**src/rtl/adr_rcla.sv**
```systemverilog
// rtl/adr_rcla.sv - registered ripple-carry-lookahead adder
//
// Adds two unsigned WIDTH-bit operands plus a carry-in. The sum, carry-out
// and two's-complement overflow are registered on the rising edge of clk.
// Carries are resolved by flat sum-of-products lookahead inside 4-bit
// groups. Group carries ripple from one group to the next, so the critical
// path grows with ceil(WIDTH/4) rather than with WIDTH.
//
// Parameters:
//   WIDTH  operand/sum width, 1..64 (default 3)
// Ports:
//   clk    in   system clock, rising edge
//   rst_n  in   asynchronous active-low reset
//   x, y   in   WIDTH-bit unsigned operands
//   cin    in   carry-in (weight 1)
//   sum    out  registered sum [WIDTH-1:0]
//   cout   out  registered carry-out (weight 2^WIDTH)
//   ovf    out  registered two's-complement overflow, c[WIDTH] ^ c[WIDTH-1]
//   gp     out  (ADR_RCLA_PG_OUT_EN only) registered whole-word propagate
//   gg     out  (ADR_RCLA_PG_OUT_EN only) registered whole-word generate
//
// Optional feature macro: ADR_RCLA_PG_OUT_EN

module adr_rcla #(
    parameter int WIDTH = 3
) (
    input  logic             clk,
    input  logic             rst_n,
    input  logic [WIDTH-1:0] x,
    input  logic [WIDTH-1:0] y,
    input  logic             cin,
    output logic [WIDTH-1:0] sum,
    output logic             cout,
    output logic             ovf
`ifdef ADR_RCLA_PG_OUT_EN
    ,
    output logic             gp,
    output logic             gg
`endif
);

    localparam int NG = (WIDTH + 3) / 4;
    localparam int XW = NG * 4;

    // Carry into position k (1..3) of a 4-bit group, written as a flat
    // sum-of-products of the group's g/p terms and the group carry-in.
    // The loops fully unroll; no term depends on another bit's carry.
    function automatic logic f_carry(
        input logic [3:0] g,
        input logic [3:0] p,
        input logic       cg,
        input int         k
    );
        logic r;
        logic t;
        r = 1'b0;
        for (int j = 0; j < 4; j++) begin
            if (j < k) begin
                t = g[j];
                for (int m = 0; m < 4; m++) begin
                    if (m > j && m < k) begin
                        t = t & p[m];
                    end
                end
                r = r | t;
            end
        end
        t = cg;
        for (int m = 0; m < 4; m++) begin
            if (m < k) begin
                t = t & p[m];
            end
        end
        return r | t;
    endfunction

    logic [WIDTH-1:0] w_p;
    logic [WIDTH-1:0] w_g;
    logic [WIDTH:0]   w_c;
    logic [WIDTH-1:0] w_sum;
    logic             w_cout;
    logic             w_ovf;
`ifdef ADR_RCLA_PG_OUT_EN
    logic             w_gp;
    logic             w_gg;
`endif

    logic [WIDTH-1:0] r_sum;
    logic             r_cout;
    logic             r_ovf;
`ifdef ADR_RCLA_PG_OUT_EN
    logic             r_gp;
    logic             r_gg;
`endif

    assign w_p = x ^ y;
    assign w_g = x & y;

    always_comb begin
        logic [XW-1:0] gx;
        logic [XW-1:0] px;
        logic [XW:0]   cx;
        logic [3:0]    g4;
        logic [3:0]    p4;
        logic          grp_g;
        logic          grp_p;
        logic          cg;
`ifdef ADR_RCLA_PG_OUT_EN
        logic          gg_acc;
        gg_acc = 1'b0;
`endif
        // Pad beyond WIDTH with g=0, p=1: lanes above the top bit just pass
        // c[WIDTH] upward, so the real carries and the last group's
        // propagate term are unaffected by the partial group.
        gx = '0;
        px = '1;
        gx[WIDTH-1:0] = w_g;
        px[WIDTH-1:0] = w_p;
        cx = '0;
        cx[0] = cin;
        for (int grp = 0; grp < NG; grp++) begin
            g4    = gx[grp*4 +: 4];
            p4    = px[grp*4 +: 4];
            cg    = cx[grp*4];
            grp_g = f_carry(g4, p4, 1'b0, 4);
            grp_p = &p4;
            for (int k = 1; k < 4; k++) begin
                cx[grp*4 + k] = f_carry(g4, p4, cg, k);
            end
            // Ripple between groups: group carry-out = GG | GP & cgin.
            cx[grp*4 + 4] = grp_g | (grp_p & cg);
`ifdef ADR_RCLA_PG_OUT_EN
            gg_acc = grp_g | (grp_p & gg_acc);
`endif
        end
        w_c = cx[WIDTH:0];
`ifdef ADR_RCLA_PG_OUT_EN
        w_gg = gg_acc;
        w_gp = &px;
`endif
    end

    assign w_sum  = w_p ^ w_c[WIDTH-1:0];
    assign w_cout = w_c[WIDTH];
    assign w_ovf  = w_c[WIDTH] ^ w_c[WIDTH-1];

    always_ff @(posedge clk or negedge rst_n) begin
        if (!rst_n) begin
            r_sum  <= '0;
            r_cout <= 1'b0;
            r_ovf  <= 1'b0;
`ifdef ADR_RCLA_PG_OUT_EN
            r_gp   <= 1'b0;
            r_gg   <= 1'b0;
`endif
        end else begin
            r_sum  <= w_sum;
            r_cout <= w_cout;
            r_ovf  <= w_ovf;
`ifdef ADR_RCLA_PG_OUT_EN
            r_gp   <= w_gp;
            r_gg   <= w_gg;
`endif
        end
    end

    assign sum  = r_sum;
    assign cout = r_cout;
    assign ovf  = r_ovf;
`ifdef ADR_RCLA_PG_OUT_EN
    assign gp   = r_gp;
    assign gg   = r_gg;
`endif

endmodule

```
**config.mk**
```make
export PLATFORM = sky130hd
export DESIGN_NAME = adr_rcla
export DESIGN_NICKNAME = d
export VERILOG_FILES = /design/src/rtl/adr_rcla.sv
export SDC_FILE = /design/constraint.sdc
export NUM_CORES = 1
export LEC_CHECK = 0
export CAP_MARGIN = 20
export CORE_AREA = 2 2 39 41
export DETAILED_ROUTE_END_ITERATION = 10
export DIE_AREA = 0 0 41 43
export PLACE_DENSITY_LB_ADDON = 0.15
export SLEW_MARGIN = 20
export SYNTH_ARGS = -nofsm -noshare
export SYNTH_HDL_FRONTEND = slang
export SYNTH_SLANG_ARGS = --single-unit
```
**constraint.sdc**
```tcl
create_clock -name clk -period 0.8 [get_ports clk]
set_clock_uncertainty 0.05 [all_clocks]
set_input_delay 0.12 -clock clk [delete_from_list [all_inputs] [get_ports clk]]
set_output_delay 0.12 -clock clk [all_outputs]
set_load 0.01 [all_outputs]
```
==> out/results.tsv, run 1 <==
metric	value	unit
die width	41	um
proportion of layout cells with a drive suffix above 1	57.1	%
CP Capture Type	register	
GPL Wtd Cong	0.687	
first-pass GRT wire length	1060	um
Synth Register Bits	5	
vias per cell	4.16	
Finished Layout Cells	58	
post-route minimum period	0.917	ns
VDD IR max	0.475	mV
Tot GR Track Use	9.16	%
Area Overhead vs Synth	84.1	%
area of the multi-input gates	204	um^2
CTS tree	built	
status	finished with violations	
H-tree depth	1	
Worst slew margin	85.3	%
critical path launch point	x[0]	
final setup margin	-0.117	ns
Max FO, Critical Path	2	
Post-route DRC	0	
Post-Syn Area	283	um^2
final setup violation count	8	
top cells by area, synth	dfrtp_1 (44%), ha_1 (18%), fa_1 (7.1%)	
starting density of the core	20.4	%
Pins Over Slew Limit	0	
Max Freq	1090	MHz
CTS Hold Buffers Added	0	
Die Ht	43	um
WP data arrival	1.00	ns
startpoint type of the worst setup path	primary input	
Iter 0 DRT Violations	1	
setup TNS	-0.729	ns
violated checks	negative setup slack	
initial antenna violation count	0	
Seq/Total Area, Yosys	44.2	%
post-synth net total	35	
Final Hold Viols	0	
TritonCTS Sinks	5	
vias after detailed routing	241	
Avg Inst Size Synth	13.5	um^2
crit share post-route	115	%
RSZ-0062 raised after global routing	yes	
Yosys top cell area share	44.2	%
Detailed Routing Iterations Pass 1	2	
routed wire length	581	um
Routed Antenna Nets	0	
Min Hold Slack	0.0466	ns
antenna cell count	0	
clk root buf	clkbuf_4	
required time worst endpoint	0.88	ns
cells after synthesis	21	
cell taking the most area after synthesis	dfrtp_1	
synth unique cells	14	
I/O Buffers	13	
power per cell area	1660	mW/mm^2
vias in the first global route	243	
# rows	14	
commonest non-fill, non-tap cells in the layout	dfrtp_1 (5), buf_2 (5), buf_4 (4)	
largest net degree at the start of global routing	6	
worst slew pin tran	0.220	ns
worst hold-check path type	in2async	
Avg WL per Cell	10.0	um
Placeable Area	0.00138	mm^2
nets	57	
gr ovfl total	0	
Inserted Clock Buffers	3	
LEAKAGE	0.224	nW
number of synthesis warnings	0	
die area	0.00176	mm^2
clock tree buffer depth	2	
Reg area	125	um^2
Max-cap violations	0	
fillers	143	
Ports	14	
Clock transition at path regs	0.05	ns
placed cells	53	
Crit Path Class	in2reg	
==> worst max path at each step <==
| stage | endpoint | cells past startpoint |
|---|---|---|
| after global placement | ovf | 5 |
| final | sum[2] | 5 |
| after detailed placement | ovf | 5 |
| after CTS | ovf | 1 |
| after global routing | ovf | 6 |
| after floorplan | sum[2] | 4 |
==> metal layers <==
layer,vias to the layer above,wire length [um],track usage [%]
li1,118,-,-
met1,112,225,11.0
met2,11,297,13.1
met3,0,59,1.57
met4,0,0,8.00
met5,-,0,0
==> registers in the layout, indices dropped and copies added (netlist names) <==
signal / count
ovf: 1
sum: 3
cout: 1
==> Yosys cell counts <==
master	number
o22a_2	1
nor3_2	1
xor2_1	1
nand2b_1	1
dfrtp_1	5
fa_1	1
o21a_1	1
o21bai_1	1
nor2_1	1
ha_1	4
or2_1	1
o21ai_0	1
or2_0	1
o32ai_2	1
==> critical path: stages <==
cell	delay, ns
buf_8	0.10
ha_4	0.23
ha_4	0.16
o21a_1	0.18
o22a_2	0.20
==> layout make-up <==
class / count / area share [%]
flip-flops and latches: 5 / 24.0
multi-input cells: 16 / 39.2
clock buffers: 4 / 5.05
repair buffers: 17 / 27.9
well taps: 16 / 3.85
==> stage by stage <==
stage | instance area [um^2] | power (mW) | worst slack, ns | utilization [%]
finish | 520 | 0.864 | -0.117 | 37.6
global route | 520 | 0.930 | -0.151 | 37.6
CTS | 504 | 0.860 | -0.115 | 36.4
detailed placement | 483 | 0.579 | -0.846 | 34.9
global placement | 483 | 0.576 | -0.828 | 34.9
floorplan | 310 | 0.420 | -0.225 | -
==> cell families (layout without fill, tap and decap cells) <==
logic type	Yosys count	after routing	synth area share (%)
adders and majority gates	5	5	24.8
buffers and inverters	0	21	0
xor gates and xnor gates	1	1	3.10
AOI/OAI and AO/OA	5	5	16.4
DFF	5	5	44.2
and+or+nand+nor	5	5	11.5
==> power by group <==
| part | total, mW | switching, mW | internal (mW) |
|---|---|---|---|
| Combinational | 0.276 | 0.114 | 0.162 |
| Clock | 0.286 | 0.0980 | 0.188 |
| Sequential | 0.302 | 0.0117 | 0.290 |
==> what timing repair did <==
action                                  4_1_cts  5_1_grt
pin swaps                                    10        3
endpoints found under the setup margin       10        9
setup buffers                                 1        0
gates resized for setup                      49        3
hold endpoints to repair                      0        0
Power figures use the tool's default switching activity.
==> inputs of run 2 (changes only) <==
--- a/config.mk
+++ b/config.mk
@@ -9,7 +9,9 @@
 export CORE_AREA = 2 2 39 41
 export DETAILED_ROUTE_END_ITERATION = 10
 export DIE_AREA = 0 0 41 43
+export HOLD_SLACK_MARGIN = 0.06
 export PLACE_DENSITY_LB_ADDON = 0.15
+export SETUP_SLACK_MARGIN = 0.4
 export SLEW_MARGIN = 20
 export SYNTH_ARGS = -nofsm -noshare
 export SYNTH_HDL_FRONTEND = slang
==> constraint.sdc (replaced) <==
create_clock -name clk -period 0.8 [get_ports clk]
set_clock_uncertainty 0.05 [all_clocks]
set_input_delay 0.12 -clock clk [delete_from_list [all_inputs] [get_ports clk]]
set_output_delay 0.12 -clock clk [all_outputs]
set_load 0.005 [all_outputs]
==> run 2 against run 1 <==
Effect of this change: critical endpoint is now ovf; the flow still finishes with violations (negative setup slack); die area unchanged; cell count unchanged; largest cell class unchanged; sequential cell count unchanged; critical path depth up 1; global-route usage shrank 0.81 points; critical path type unchanged.
==> out/results.tsv, run 2 (synthesis results as in run 1) <==
metric	value	unit	change
final setup violation count	8		unchanged
first-pass GRT wire length	972	um	-7.9%
die width	41	um	unchanged
Buf/Inv on CP	2		+1
Pins Over Slew Limit	0		unchanged
most common cell after layout, fill and taps aside	buf_2		
Min Hold Slack	0.0498	ns	+0.00315 ns
Final Hold Viols	0		unchanged
Iter 0 DRT Violations	0		-1
CP Capture Type	register		
Post-route DRC	0		unchanged
nets	57		unchanged
required time worst endpoint	0.89	ns	about the same
crit-path leading delay family	adder cells		
largest net degree at the start of global routing	6		unchanged
VDD IR max	0.493	mV	+3.9%
clk root buf	clkbuf_4		
Crit Path Class	in2reg		
initial antenna violation count	0		unchanged
Max Freq	1080	MHz	-0.61%
post-route minimum period	0.923	ns	+0.00563 ns
power per cell area	1600	mW/mm^2	-3.7%
gr ovfl total	0		unchanged
worst hold-check path type	in2async		
vias per cell	4.19		+0.83%
cells along the critical path	buf_8 > ha_4 > ha_4 > o21a_1 > buf_4 > o32ai_2		
die area	0.00176	mm^2	unchanged
fillers	134		-6.3%
Detailed Routing Iterations Pass 1	1		-1
H-tree depth	1		unchanged
vias in the first global route	252		+3.7%
antenna cell count	0		unchanged
starting density of the core	20.4	%	unchanged
Max-cap violations	0		unchanged
LEAKAGE	0.220	nW	-2.0%
Crit path largest cell delay	0.23	ns	about the same
Slowest cell on crit path	ha_4		
Die Ht	43	um	unchanged
RSZ-0062 raised after global routing	yes		
Inserted Clock Buffers	3		unchanged
startpoint type of the worst setup path	primary input		
WP data arrival	1.01	ns	about the same
Max FO, Critical Path	2		unchanged
Routed Antenna Nets	0		unchanged
Tot GR Track Use	8.36	%	-0.81 points
cell repeated most along the worst path	ha_4		
crit share post-route	115	%	+0.70 points
Clock transition at path regs	0.04	ns	about the same
clock tree buffer depth	2		unchanged
max reg flops	3		unchanged
GPL Wtd Cong	0.686		-0.16%
Area Overhead vs Synth	82.7	%	
# rows	14		unchanged
Final Util	37.3	%	-0.27 points
status	finished with violations		
Worst slew margin	85.5	%	+0.19 points
CTS tree	built		
TritonCTS Sinks	5		unchanged
commonest non-fill, non-tap cells in the layout	buf_2 (6), dfrtp_1 (5), ha_4 (4), buf_4 (4), clkbuf_4 (3)		
proportion of layout cells with a drive suffix above 1	64.3	%	+7.1 points
Ports	14		unchanged
worst slew pin tran	0.217	ns	-0.00279 ns
vias after detailed routing	243		+0.83%
routed wire length	561	um	-3.4%
final setup margin	-0.123	ns	-0.00564 ns
violated checks	negative setup slack		
I/O Buffers	13		unchanged
Avg WL per Cell	9.67	um	-3.4%
Placeable Area	0.00138	mm^2	unchanged
## run 2: where the power goes
part           switching [mW]  total (mW)  internal [mW]  leakage [nW]
Clock                  0.0920       0.280          0.188        0.0150
Sequential            0.00674       0.297          0.290        0.0596
Combinational           0.103       0.250          0.147         0.145
## run 2: final timing paths
path / startpoint / endpoint / slack, ns / cells past startpoint
max: x[0] / ovf / -0.12 / 6
min: rst_n / ovf / 0.05 / 1
max in group asynchronous: rst_n / sum[1] / 0.46 / 1
min in group clk: y[0] / sum[0] / 0.15 / 2
## run 2: final cells by class
cell class	count	area (um^2)	area share, %
multi-input cells	16	216	41.9
repair buffers	17	129	24.9
flip-flops and latches	5	125	24.2
clock buffers	4	26.3	5.08
well taps	16	20.0	3.87
## run 2: what timing repair did
action	in CTS	in global routing
resized for setup	49	3
hold endpoints to repair	5	0
pin swaps	10	3
endpoints found under the setup margin	10	10
setup buffers	1	0
## run 2: per-layer routing
| layer | GRT usage (%) | vias to the layer above | share of wire, % |
|---|---|---|---|
| met3 | 1.57 | 0 | 13 |
| met1 | 9.74 | 114 | 37 |
| met5 | 0 | - | 0 |
| li1 | - | 118 | - |
| met4 | 8.00 | 0 | 0 |
| met2 | 11.9 | 11 | 50 |
## run 2: through the flow
stage,std cells,setup TNS (ns),setup slack [ns],cell area (um^2),power (mW)
detailed placement,53,-4.49,-0.836,483,0.563
global placement,53,-4.46,-0.828,483,0.561
global route,58,-0.858,-0.146,517,0.889
floorplan,21,-0.613,-0.225,310,0.405
CTS,58,-0.664,-0.106,523,0.846
finish,58,-0.633,-0.123,517,0.826
